## config.mk

```make
export PLATFORM = sky130hd
export DESIGN_NAME = parallax_layer_engine
export DESIGN_NICKNAME = d
export VERILOG_FILES = /design/src/rtl/parallax_layer_engine.sv
export SDC_FILE = /design/constraint.sdc
export NUM_CORES = 1
export LEC_CHECK = 0
export CORE_AREA = 2 2 141 143
export CTS_CLUSTER_DIAMETER = 150
export CTS_CLUSTER_SIZE = 40
export DETAILED_ROUTE_END_ITERATION = 10
export DIE_AREA = 0 0 143 145
export GPL_ROUTABILITY_DRIVEN = 0
export SETUP_SLACK_MARGIN = 0.05
export SLEW_MARGIN = 20
export SYNTH_ARGS = -nofsm -noshare
export SYNTH_HDL_FRONTEND = slang
export SYNTH_SLANG_ARGS = --single-unit
```

## constraint.sdc

```tcl
create_clock -name clk -period 8.9 [get_ports clk]
set_input_delay 1.78 -clock clk [delete_from_list [all_inputs] [get_ports clk]]
set_output_delay 1.78 -clock clk [all_outputs]
set_load 0.01 [all_outputs]
```

## src/rtl/parallax_layer_engine.sv

```systemverilog
// rtl/parallax_layer_engine.sv - N-layer LFSR skyline generator composited front-to-back over sky
// Each layer scrolls its own building row; one registered 9-bit pixel per clock.
module parallax_layer_engine #(
  parameter int LAYERS   = 4,
  parameter int LFSR_W   = 9,
  parameter int TAP      = 4,
  parameter int HEIGHT_W = 4,
  parameter int COL_LOG2 = 3,
  parameter int ROW_LOG2 = 4,
  parameter int TOP0     = 112,
  parameter int TOP_STEP = 64
) (
  input  logic                        clk,
  input  logic                        rst,
  input  logic                        frame_start,
  input  logic                        line_start,
  input  logic                        visible,
  input  logic                        pause,
  input  logic [(LAYERS+1)*9-1:0]     palette,
  output logic [8:0]                  rgb,
  output logic [$clog2(LAYERS+1)-1:0] layer_id,
  output logic                        pix_valid
);
  localparam int ID_W = $clog2(LAYERS + 1);

  logic [9:0]        line_idx;
  logic [LAYERS-1:0] hit;
  logic [ID_W-1:0]   winner;

  function automatic logic [LFSR_W-1:0] lfsr_step(input logic [LFSR_W-1:0] v);
    return {v[LFSR_W-2:0], v[LFSR_W-1] ^ v[TAP]};
  endfunction

  always_ff @(posedge clk or posedge rst) begin
    if (rst) begin
      line_idx <= '0;
    end else if (frame_start) begin
      line_idx <= '0;
    end else if (line_start && line_idx != 10'd1023) begin
      line_idx <= line_idx + 10'd1;
    end
  end

  for (genvar k = 0; k < LAYERS; k++) begin : g_layer
    localparam int PW        = COL_LOG2 - k;
    localparam int PR        = (PW > 0) ? PW : 1;
    localparam int FW        = (k > 0) ? k : 1;
    localparam int TOP       = TOP0 + k * TOP_STEP;
    localparam int UNIT_LOG2 = ROW_LOG2 - k;
    localparam logic [LFSR_W-1:0] SEED    = {LFSR_W{1'b1}} ^ LFSR_W'(k);
    localparam logic [HEIGHT_W:0] CUT_MAX = {1'b1, {HEIGHT_W{1'b0}}};

    logic [LFSR_W-1:0] lfsr, lfsr_b;
    logic [PR-1:0]     phase, phase_b;
    logic [FW-1:0]     fdiv;
    logic [HEIGHT_W:0] cutoff;
    logic [9:0]        rel;
    logic              phase_full, phase_b_full, fdiv_full, row_edge;

    // A zero-width phase means a 1 px column: the LFSR steps every pixel.
    assign phase_full   = (PW == 0) || (phase == '1);
    assign phase_b_full = (PW == 0) || (phase_b == '1);
    assign fdiv_full    = (k == 0) || (fdiv == '1);
    assign rel          = line_idx - 10'(TOP);
    assign row_edge     = (line_idx >= 10'(TOP)) && ((rel & 10'((1 << UNIT_LOG2) - 1)) == 10'd0);
    assign hit[k]       = {1'b0, lfsr[HEIGHT_W-1:0]} < cutoff;

    always_ff @(posedge clk or posedge rst) begin
      if (rst) begin
        lfsr    <= SEED;
        lfsr_b  <= SEED;
        phase   <= '0;
        phase_b <= '0;
        fdiv    <= '0;
        cutoff  <= '0;
      end else begin
        if (line_start) begin
          lfsr  <= lfsr_b;
          phase <= phase_b;
        end else if (visible) begin
          phase <= phase + 1'b1;
          if (phase_full) lfsr <= lfsr_step(lfsr);
        end

        if (frame_start) begin
          cutoff <= '0;
        end else if (line_start && row_edge && cutoff != CUT_MAX) begin
          cutoff <= cutoff + 1'b1;
        end

        // Per-frame scroll: the divider gates how often the base column advances.
        if (frame_start && !pause) begin
          fdiv <= fdiv + 1'b1;
          if (fdiv_full) begin
            phase_b <= phase_b + 1'b1;
            if (phase_b_full) lfsr_b <= lfsr_step(lfsr_b);
          end
        end
      end
    end
  end

  always_comb begin
    winner = ID_W'(LAYERS);
    for (int j = LAYERS - 1; j >= 0; j--) begin
      if (hit[j]) winner = ID_W'(j);
    end
  end

  always_ff @(posedge clk or posedge rst) begin
    if (rst) begin
      rgb       <= '0;
      layer_id  <= '0;
      pix_valid <= 1'b0;
    end else if (visible) begin
      rgb       <= palette[9*int'(winner) +: 9];
      layer_id  <= winner;
      pix_valid <= 1'b1;
    end else begin
      rgb       <= '0;
      layer_id  <= '0;
      pix_valid <= 1'b0;
    end
  end
endmodule

```

== After elaboration in Yosys (flattened, before gate mapping) ==
Cells that the tools add are included.

* Magnitude comparators: 8
* Mux-type cells: 34
* $mul: 1
* Shifts and indexed selects: 1
* Reductions and logical operators: 37
* Bitwise logic cells: 8
* $add $sub $neg: 18
* Equal/unequal tests: 11

{| class="wikitable"
|+ Operators with widths
! operator !! count
|-
| $mux 9 || 12
|-
| $shiftx 45x8->9 || 1
|-
| $logic_not 10->1 || 4
|-
| $mux 5 || 8
|-
| $mux 3 || 7
|-
| $add 5x1->5 const B || 4
|-
| $ge 10x8->1 const B || 2
|-
| $lt 4x5->1 || 4
|-
| $mux 10 || 2
|-
| $ne 5x5->1 const B || 4
|-
| $reduce_bool 2->1 || 9
|-
| $logic_and 1x1->1 || 14
|-
| $reduce_and 2->1 || 7
|-
| $add 10x1->10 const B || 1
|-
| $ge 10x7->1 const B || 1
|-
| $ge 10x9->1 const B || 1
|-
| $ne 10x10->1 const B || 1
|-
| $add 3x1->3 const B || 3
|-
| $eq 3x3->1 const B || 3
|-
| $xor 1x1->1 || 8
|-
| $mul 4x3->7 const A || 1
|-
| $add 2x1->2 const B || 3
|-
| $eq 2x2->1 const B || 3
|-
| $reduce_and 3->1 || 2
|-
| 8 further kinds || 13
|}

* Input bits: 51
* Word-level logic and storage cells: 143
* Register bits after elaboration: 133
* Output and inout port bits: 13

== Depth between registers and ports, before layout ==
Gate-level depths: netlist of run 1.

* Word-level depth: 8
* Depth in mapped cells: 9
* Mapped depth without buffers: 8

== Worst setup path before layout of run 1 ==
Ideal clock, no wire load.

* Kind: input -> register
* Start: input line_start
* End: register g_layer[1].cutoff[3]
* Required time: 8.768 ns
* Setup time: 0.132 ns
* Arrival: 2.946 ns
* Stages: 6
* Path slack: 5.822 ns
* Path buffers: 1
* Path through: clkbuf_1 > nand3b_1 > a211oi_1 > nand4_1 > xnor2_1 > nor2_1

* Longest elaborated chain between the ends: 3

{| class="wikitable"
|+ RTL lines
! element !! RTL line !! RTL
|-
| start: declaration || 16 || <nowiki>input logic line_start,</nowiki>
|-
| $logic_and 1x1->1 (2 in series) || 87 || <nowiki>end else if (line_start && row_edge && cutoff != CUT_MAX) begin</nowiki>
|-
| $reduce_bool 2->1 (no line) || n/a ||
|-
| end signal: assignment || 88 || <nowiki>cutoff <= cutoff + 1'b1;</nowiki>
|-
| end: declaration || 56 || <nowiki>logic [HEIGHT_W:0] cutoff;</nowiki>
|}

No other way between the ends.
A chain may end at the register's enable or synchronous reset.

== Worst setup path after layout of run 1 ==
* Start: input visible
* End: register rgb[8]

* Longest elaborated chain between the ends: 1

{| class="wikitable"
|+ RTL lines
! element !! RTL line !! RTL
|-
| start: declaration || 17 || <nowiki>input logic visible,</nowiki>
|-
| $mux 9 || 115 || <nowiki>end else if (visible) begin</nowiki>
|-
| end signal: assignment || 116 || <nowiki>rgb <= palette[9*int'(winner) +: 9];</nowiki>
|-
| end: declaration || 20 || <nowiki>output logic [8:0] rgb,</nowiki>
|}

No other way between the ends.

==> run_results.csv, run 1 <==
group,metric,value,unit
run_status,outcome,"completed",
sta,setup_violations,0,
clock_tree,cts_buffers,17,
drt,drt_iter0_drc,233,
logic_synthesis,synth_top_area_cell,"dfrtp_1",
place,placed_area,0.007512,mm2
min_path,min_to,"g_layer[2].fdiv[0]",
global_routing,grtUsageTotal,0.1332,
sta,slew_headroom,0.3595,
die,die_w,143,um
sta,drv_slew,0,
finish,n_antenna_cell,0,
min_path,hp-start,"g_layer[2].fdiv[0]",
logic_synthesis,synth_seq_cells,133,
global_routing,grt_pass1_vias,4584,
critical_path,critPathArrivalTime,3.88,ns
sta,tightest_slew,0.9607,ns
place,dp_hpwl,9260,um
logic_synthesis,netlist_area,0.006624,mm2
finish,synthToLayoutAreaGrowth,22.12,%
die,ioPinCount,64,
drt,wl,13390,um
finish,fin_cells,947,
clock_tree,clk_pin_slew,0.06,ns
sta,fmax,280.5,MHz
critical_path,critPathCaptureType,"register",
sta,fin_crit_sh,0.4006,
die,core_area,0.01921,mm2
sta,final.setup.tns,0,ns
die,start_util,0.3449,
drt,firstDrtPassIters,4,
logic_synthesis,synth.most_common_cell,"nand2_1",
logic_synthesis,syn_inst,605,
power,ir_drop,0.0001416,V
clock_tree,cts-root-buf,"clkbuf_16",
finish,final_net_count,751,
finish,final_layout_size_suffix_gt1_frac,0.2185,
drt,remaining_drc_errors,0,
sta,timing.hold.ws,0.4772,ns
sta,min_period,3.565,ns
clock_tree,cts_resized,0,
global_routing,grt_antenna_before_repair,0,
die,die_h,145,um
critical_path,worstRegToRegCells,6,
critical_path,worstPathRequired,9.22,ns
power,leakagePower,3.403,nW
critical_path,rr_startpoint,"g_layer[1].lfsr[1]",
drt,vias_per_cell,4.777,
logic_synthesis,synth_warnings,0,
drt,ant_nets,0,
power,power_density,191.7,mW/mm2
critical_path,r2r-end,"rgb[2]",
clock_tree,clock_latency,0.42,ns
die,dieArea,0.02074,mm2
logic_synthesis,synth_edf_count,0,
global_routing,grt_overflow,0,
critical_path,r2r_setup_slack,5.90,ns
logic_synthesis,yosys-top-cells-count,"76 x nand2_1, 69 x dfrtp_1, 64 x dfstp_2",
logic_synthesis,ys.flop_type,"dfrtp_1",
logic_synthesis,yosys.cell_types.count,49,
logic_synthesis,synth_nets,687,
drt,wl_per_cell,14.14,um
critical_path,critPathMaxFanout,30,
sta,skew,0.009050,ns
clock_tree,cts_num_sinks,133,
clock_tree,hold_buffers,0,
sta,rsz0062_at_grt,"false",
logic_synthesis,avgSynthCellArea,10.95,um2
logic_synthesis,async_flop_share,1.000,
clock_tree,cts_buffer_depth,2,
place,place_inst,915,
global_routing,grt_first_pass_wirelength,22230,um
critical_path,critPathLaunchType,"input port",
critical_path,timing_worst_setup_path_type,"input port to register",
logic_synthesis,synth.top_cell.area_share,0.2607,
min_path,hold_depth,1,
job,maxCapViolCount,0,
clock_tree,cts_tree,"yes",
clock_tree,cts_setup_buffers,0,
min_path,min_path_type,"register to register",
logic_synthesis,yosysSeqAreaShare,0.5145,
drt,vias,4524,
die,rows,51,
logic_synthesis,ys_top_cells_by_area,"dfrtp_1 26%, dfstp_2 25%, mux2_2 6.5%",
finish,stdcell_area,0.008089,mm2
clock_tree,h-tree-depth,4,
sta,hold_violations,0,
global_routing,grt_max_degree,90,
place,portBuffers,63,
finish,fillers,1811,
-- power breakdown --
group          leakage, nW  switching (mW)  internal [mW]  total [mW]
logic                 1.56          0.0863         0.0948       0.181
registers             1.57          0.0326          0.652       0.685
clock network        0.274           0.270          0.415       0.685
total                 3.40           0.389           1.16        1.55
-- sequential cells by signal, indices dropped and copies added, names as in the netlist --
register and count:
g_layer.lfsr 36, g_layer.lfsr_b 36, g_layer.cutoff 20, line_idx 10, rgb 9, g_layer.phase 6
g_layer.phase_b 6, g_layer.fdiv 6, layer_id 3, pix_valid 1
-- critical path: stages --
cell             delay, ns
clkdlybuf4s50_1       0.46
buf_4                 0.37
or4b_1                0.61
nor4_4                0.46
a32oi_1               0.10
o31ai_1               0.10
-- per-stage QoR --
stage / util / setup slack, ns / power, mW
final: 0.4211 / 5.335 / 1.551
after global routing: 0.4211 / 5.218 / 1.634
after CTS: 0.4214 / 4.993 / 1.575
after detailed placement: 0.3911 / 4.547 / 0.8787
after global placement: 0.3911 / 4.624 / 0.8649
after floorplan: - / 3.672 / 0.8124
-- layout by cell type (no fill, tap or decap), drive strengths merged, types with 2 or more instances in the layout --
cell / n
nand2: 77
dfrtp: 69
dfstp: 64
clkdlybuf4s50: 61
o21ai: 53
nor2: 45
mux2i: 41
mux2: 38
ha: 31
xnor2: 28
inv: 26
nand3: 18
clkbuf: 18
xor2: 12
a21oi: 11
nor3: 10
nand4: 9
nand2b: 9
o21a: 8
a32o: 6
buf: 6
or3: 4
clkinvlp: 4
o31ai: 4
clkinv: 4
a2111oi: 3
nor4: 3
a21o: 2
a211oi: 2
bufinv: 2
-- how the worst max path moves through the flow --
stage | from | end | cells past startpoint
6_report | visible | rgb[8] | 6
5_1_grt | line_start | g_layer[1].cutoff[4] | 7
4_1_cts | frame_start | g_layer[2].lfsr_b[1] | 5
3_5_place_dp | frame_start | g_layer[2].lfsr_b[1] | 5
3_3_place_gp | frame_start | g_layer[2].lfsr_b[1] | 5
2_1_floorplan | rst | g_layer[0].cutoff[0] | 1
-- layout make-up --
cell class,count,area (um2),area share
inverters,22,85.08,0.01052
flip-flops and latches,133,3408,0.4213
well taps,265,331.6,0.04099
clock inverters,14,152.6,0.01887
multi-input cells,428,3032,0.3748
clock buffers,18,429.2,0.05305
repair buffers,67,650.6,0.08043
-- cells by family (layout without fill, tap and decap cells) --
family | count (synthesis) | after routing | share of synthesized area
mux | 79 | 79 | 0.1266
compound gates | 95 | 95 | 0.09275
fa+ha+maj | 31 | 31 | 0.05856
xor+xnor | 40 | 40 | 0.05289
flops | 133 | 133 | 0.5145
simple gates | 183 | 183 | 0.1269
buf+inv | 44 | 121 | 0.02777
-- routing by layer --
metal	global-route usage	vias to the layer above	wire length, um	share of wire
met5	0	-	0	0
met4	0.03762	0	134	0.010
met3	0.04389	12	734	0.055
met2	0.2177	107	6277	0.47
met1	0.1677	2169	6245	0.47
li1	-	2236	-	-
No activity file was read; power rests on OpenSTA's default activity.
==> run 2, diff against run 1 <==
Clock period 8.9 ns to 2.95 ns, I/O delays scaled along.
==> run_results.csv, run 2 (synthesis gave the netlist of run 1 again) <==
group,metric,value,unit
place,dp_hpwl,9360,um
finish,post-route-util,0.4272,
global_routing,grtUsageTotal,0.1343,
critical_path,slowest_delay,0.54,ns
die,dieArea,0.02074,mm2
die,die_h,145,um
die,ioPinCount,64,
clock_tree,clk_pin_slew,0.06,ns
finish,final_cell_mix,"76 x nand2_1, 69 x dfrtp_1, 64 x dfstp_2",
critical_path,crit_start,"g_layer[1].lfsr[3]",
critical_path,timing_worst_setup_path_type,"register to register",
critical_path,worstPathRequired,3.25,ns
finish,reg_top3,"g_layer.lfsr x36, g_layer.lfsr_b x36, g_layer.cutoff x20",
sta,final.setup.tns,0,ns
critical_path,critPathMaxFanout,9,
drt,firstDrtPassIters,6,
min_path,hold_depth,1,
sta,hold_violations,0,
global_routing,grt_overflow,0,
drt,drt_iter0_drc,274,
drt,vias,4520,
sta,drv_slew,0,
clock_tree,cts_num_sinks,133,
job,maxCapViolCount,0,
run_status,outcome,"completed",
critical_path,worstRegToRegCells,8,
finish,layout_commonest_cell,"nand2_1",
drt,wl_per_cell,13.92,um
drt,ant_nets,0,
sta,rsz0062_at_grt,"false",
drt,remaining_drc_errors,0,
die,die_w,143,um
global_routing,grt_pass1_vias,4715,
sta,min_period,2.378,ns
sta,skew,0.01065,ns
clock_tree,cts_setup_buffers,0,
min_path,min_path_type,"register to register",
clock_tree,clock_latency,0.42,ns
sta,fmax,420.5,MHz
die,start_util,0.3449,
power,power_density,586.2,mW/mm2
sta,slew_headroom,0.5140,
critical_path,crit_path_top_delay_cell,"dfstp_2",
clock_tree,cts_buffers,17,
power,power,4.810,mW
global_routing,grt_first_pass_wirelength,22400,um
die,rows,51,
sta,setup_slack,0.5717,ns
critical_path,critPathArrivalTime,2.68,ns
global_routing,grt_antenna_before_repair,0,
finish,n_antenna_cell,0,
critical_path,crit_end,"rgb[5]",
finish,synthToLayoutAreaGrowth,23.88,%
sta,setup_violations,0,
global_routing,grt_max_degree,67,
finish,final_net_count,756,
finish,fillers,1805,
sta,fin_crit_sh,0.8062,
drt,vias_per_cell,4.748,
clock_tree,cts_buffer_depth,2,
critical_path,rr_startpoint,"g_layer[1].lfsr[3]",
drt,wl,13260,um
sta,tightest_slew,0.7247,ns
power,leakagePower,3.473,nW
critical_path,critPathCaptureType,"register",
clock_tree,cts_tree,"yes",
critical_path,path_cells,"ha_1, nor3_1, or3_1, or2_0, buf_4, nor2_2, nand3_1, a32o_1",
critical_path,critPathLaunchType,"register",
place,pre_cts_slack,0.4715,ns
power,ir_drop,0.0003016,V
clock_tree,cts-root-buf,"clkbuf_16",
finish,final_layout_size_suffix_gt1_frac,0.2198,
clock_tree,hold_buffers,0,
critical_path,r2r_setup_slack,0.57,ns
die,core_area,0.01921,mm2
place,portBuffers,63,
critical_path,r2r-end,"rgb[5]",
clock_tree,cts_resized,0,
clock_tree,h-tree-depth,4,
## run 2: how the worst min path moves through the flow
stage                                  start                  to
after floorplan           g_layer[2].fdiv[0]  g_layer[2].fdiv[0]
after global placement    g_layer[3].fdiv[0]  g_layer[3].fdiv[0]
after detailed placement  g_layer[3].fdiv[0]  g_layer[3].fdiv[0]
after CTS                 g_layer[3].fdiv[0]  g_layer[3].fdiv[0]
after global routing      g_layer[3].fdiv[0]  g_layer[3].fdiv[0]
final                     g_layer[3].fdiv[0]  g_layer[3].fdiv[0]
## run 2: through the flow
stage / instance area (um2) / instances / hold slack, ns
final: 8205 / 952 / 0.4689
after global routing: 8205 / 952 / 0.4811
after CTS: 8205 / 952 / 0.4752
after detailed placement: 7576 / 920 / 0.4640
after global placement: 7576 / 920 / 0.4622
after floorplan: 6628 / 605 / 0.4480
## run 2: where the power goes
| part | switching [mW] | total (mW) | internal [mW] |
|---|---|---|---|
| combinational | 0.265 | 0.560 | 0.295 |
| clock | 0.759 | 2.19 | 1.43 |
| sequential | 0.0951 | 2.06 | 1.97 |
## run 2: final cells by class
type                            count  area (um2)  share of cell area
Sequential cell                   133        3408              0.4154
Clock inverter                      4       48.80            0.005947
Tap cell                          265       331.6             0.04041
Multi-Input combinational cell    428        3032              0.3695
Clock buffer                       28       580.6             0.07075
Timing Repair Buffer               72       718.2             0.08753
Inverter                           22       86.33             0.01052
## run 2: metal layers
metal,vias up,share of wire,global-route usage
met1,2164,0.48,0.1741
met4,0,0.018,0.05990
met3,15,0.044,0.03234
li1,2236,-,-
met2,105,0.45,0.2122
met5,-,0,0
## run 2: worst max-delay path: cells and delay by family, from the launching register on
kind / cells / cell delay (ns)
and+or+nand+nor: 5 / 1.06
buffers and inverters: 1 / 0.18
AOI/OAI and AO/OA: 1 / 0.27
adders and majority gates: 1 / 0.21
DFF: 1 / 0.54
==> run 3, diff against run 2 <==
Clock period 2.95 ns to 2.2 ns, I/O delays scaled along.
==> run_results.csv, run 3 (synthesis gave the netlist of run 1 again) <==
group,metric,value,unit
place,placed_area,0.007791,mm2
global_routing,grt_first_pass_wirelength,22830,um
drt,remaining_drc_errors,0,
clock_tree,hold_buffers,0,
job,maxCapViolCount,0,
die,die_h,145,um
finish,stdcell_area,0.008552,mm2
sta,tightest_slew,0.6578,ns
clock_tree,cts_tree,"yes",
global_routing,grt_pass1_vias,4842,
finish,final_net_count,789,
run_status,violations,"negative setup slack",
finish,final_layout_size_suffix_gt1_frac,0.2722,
global_routing,grt_max_degree,85,
drt,firstDrtPassIters,4,
finish,final_cell_mix,"75 x nand2_1, 69 x dfrtp_1, 64 x dfstp_2",
critical_path,crit_family,"simple AND/OR/NAND/NOR gates",
die,die_w,143,um
die,ioPinCount,64,
clock_tree,h-tree-depth,4,
finish,reg_top3,"g_layer.lfsr x36, g_layer.lfsr_b x36, g_layer.cutoff x20",
sta,rsz0062_at_grt,"true",
finish,fillers,1737,
critical_path,critPathMaxFanout,6,
clock_tree,cts_num_sinks,133,
drt,drt_iter0_drc,210,
sta,final.setup.tns,-0.0005880,ns
die,start_util,0.3449,
sta,skew,0.006362,ns
sta,slew_headroom,0.5614,
sta,min_period,2.201,ns
critical_path,critPathArrivalTime,2.50,ns
critical_path,crit_path_top_delay_cell,"dfstp_2",
clock_tree,clock_latency,0.42,ns
global_routing,grt_antenna_before_repair,0,
critical_path,rr_startpoint,"g_layer[1].lfsr[2]",
critical_path,worstRegToRegCells,8,
finish,layout_commonest_cell,"nand2_1",
die,rows,51,
place,portBuffers,63,
critical_path,worstPathRequired,2.50,ns
clock_tree,clk_pin_slew,0.06,ns
critical_path,critPathCaptureType,"register",
sta,drv_slew,0,
die,core_area,0.01921,mm2
critical_path,timing_worst_setup_path_type,"register to register",
critical_path,critPathLaunchType,"register",
sta,setup_violations,1,
critical_path,r2r-end,"rgb[3]",
die,dieArea,0.02074,mm2
global_routing,grt_overflow,0,
clock_tree,cts-root-buf,"clkbuf_16",
critical_path,r2r_setup_slack,-0.0006,ns
drt,wl_per_cell,14.06,um
clock_tree,cts_buffers,17,
sta,setup_slack,-0.0005880,ns
sta,fin_crit_sh,1.000,
power,leakagePower,3.654,nW
drt,ant_nets,0,
sta,fmax,454.4,MHz
critical_path,path_buf_inv,1,
min_path,min_path_type,"input port to asynchronous set/reset pin",
finish,synthToLayoutAreaGrowth,29.11,%
clock_tree,cts_buffer_depth,2,
power,power_density,761.0,mW/mm2
global_routing,grtUsageTotal,0.1369,
run_status,outcome,"finished, violations left",
critical_path,crit_start,"g_layer[1].lfsr[2]",
place,dp_hpwl,9879,um
power,ir_drop,0.0003095,V
critical_path,path_cells,"ha_4, nor3_2, or3_1, or2_1, buf_6, nor2_2, nand3_1, a32o_1",
drt,vias_per_cell,4.774,
drt,wl,13850,um
finish,n_antenna_cell,0,
critical_path,slowest_delay,0.56,ns
drt,vias,4702,
sta,hold_violations,0,
-- run 3: changes by cell type in the layout (fill, tap and decap cells not counted), sizes merged --
cell	change
clkinvlp	+2
clkinv	+6
inv	-3
buf	+33
bufinv	+1
clkbuf	-6
-- run 3: stage by stage --
stage,std cells,power [mW],setup slack (ns),hold WS [ns],util
2_1_floorplan,605,3.287,0.07410,0.4480,-
3_3_place_gp,947,3.550,-0.03337,0.4613,0.4056
3_5_place_dp,947,3.602,-0.08625,0.4724,0.4056
4_1_cts,984,6.594,0.02559,0.4279,0.4433
5_1_grt,985,6.818,-0.1082,0.4660,0.4452
6_report,985,6.508,-0.0005880,0.4248,0.4452
-- run 3: worst max-delay path by stage --
stage	end	slack, ns	cells after the start
final	rgb[3]	-0.0006	8
after global routing	rgb[2]	-0.11	8
after CTS	rgb[1]	0.03	8
after detailed placement	rgb[5]	-0.09	9
after global placement	rgb[6]	-0.03	4
after floorplan	rgb[0]	0.07	8
-- run 3: timing repair --
item,in CTS,in global routing
cloned,0,0
resized for setup,12,4
setup endpoints to repair,9,8
buffers inserted,5,1
pin swaps,1,0
-- run 3: final cells by class --
class	count	area, um2	share of cell area
clock inverters	10	116.4	0.01361
multi-input cells	428	3109	0.3636
well taps	265	331.6	0.03877
inverters	22	86.33	0.01010
flip-flops and latches	133	3408	0.3985
clock buffers	22	518.0	0.06057
repair buffers	105	982.2	0.1149
-- run 3: per-layer routing --
layer,GRT usage,vias to the layer above,part of all wire
met1,0.1723,2278,0.46
li1,-,2309,-
met4,0.05248,0,0.016
met5,0,-,0
met3,0.03597,20,0.054
met2,0.2239,95,0.47
-- run 3: power breakdown --
group	switching (mW)	total (mW)	leakage [nW]	internal [mW]
clock	1.05	2.95	0.307	1.90
sequential	0.127	2.77	1.57	2.64
combinational	0.365	0.792	1.78	0.427
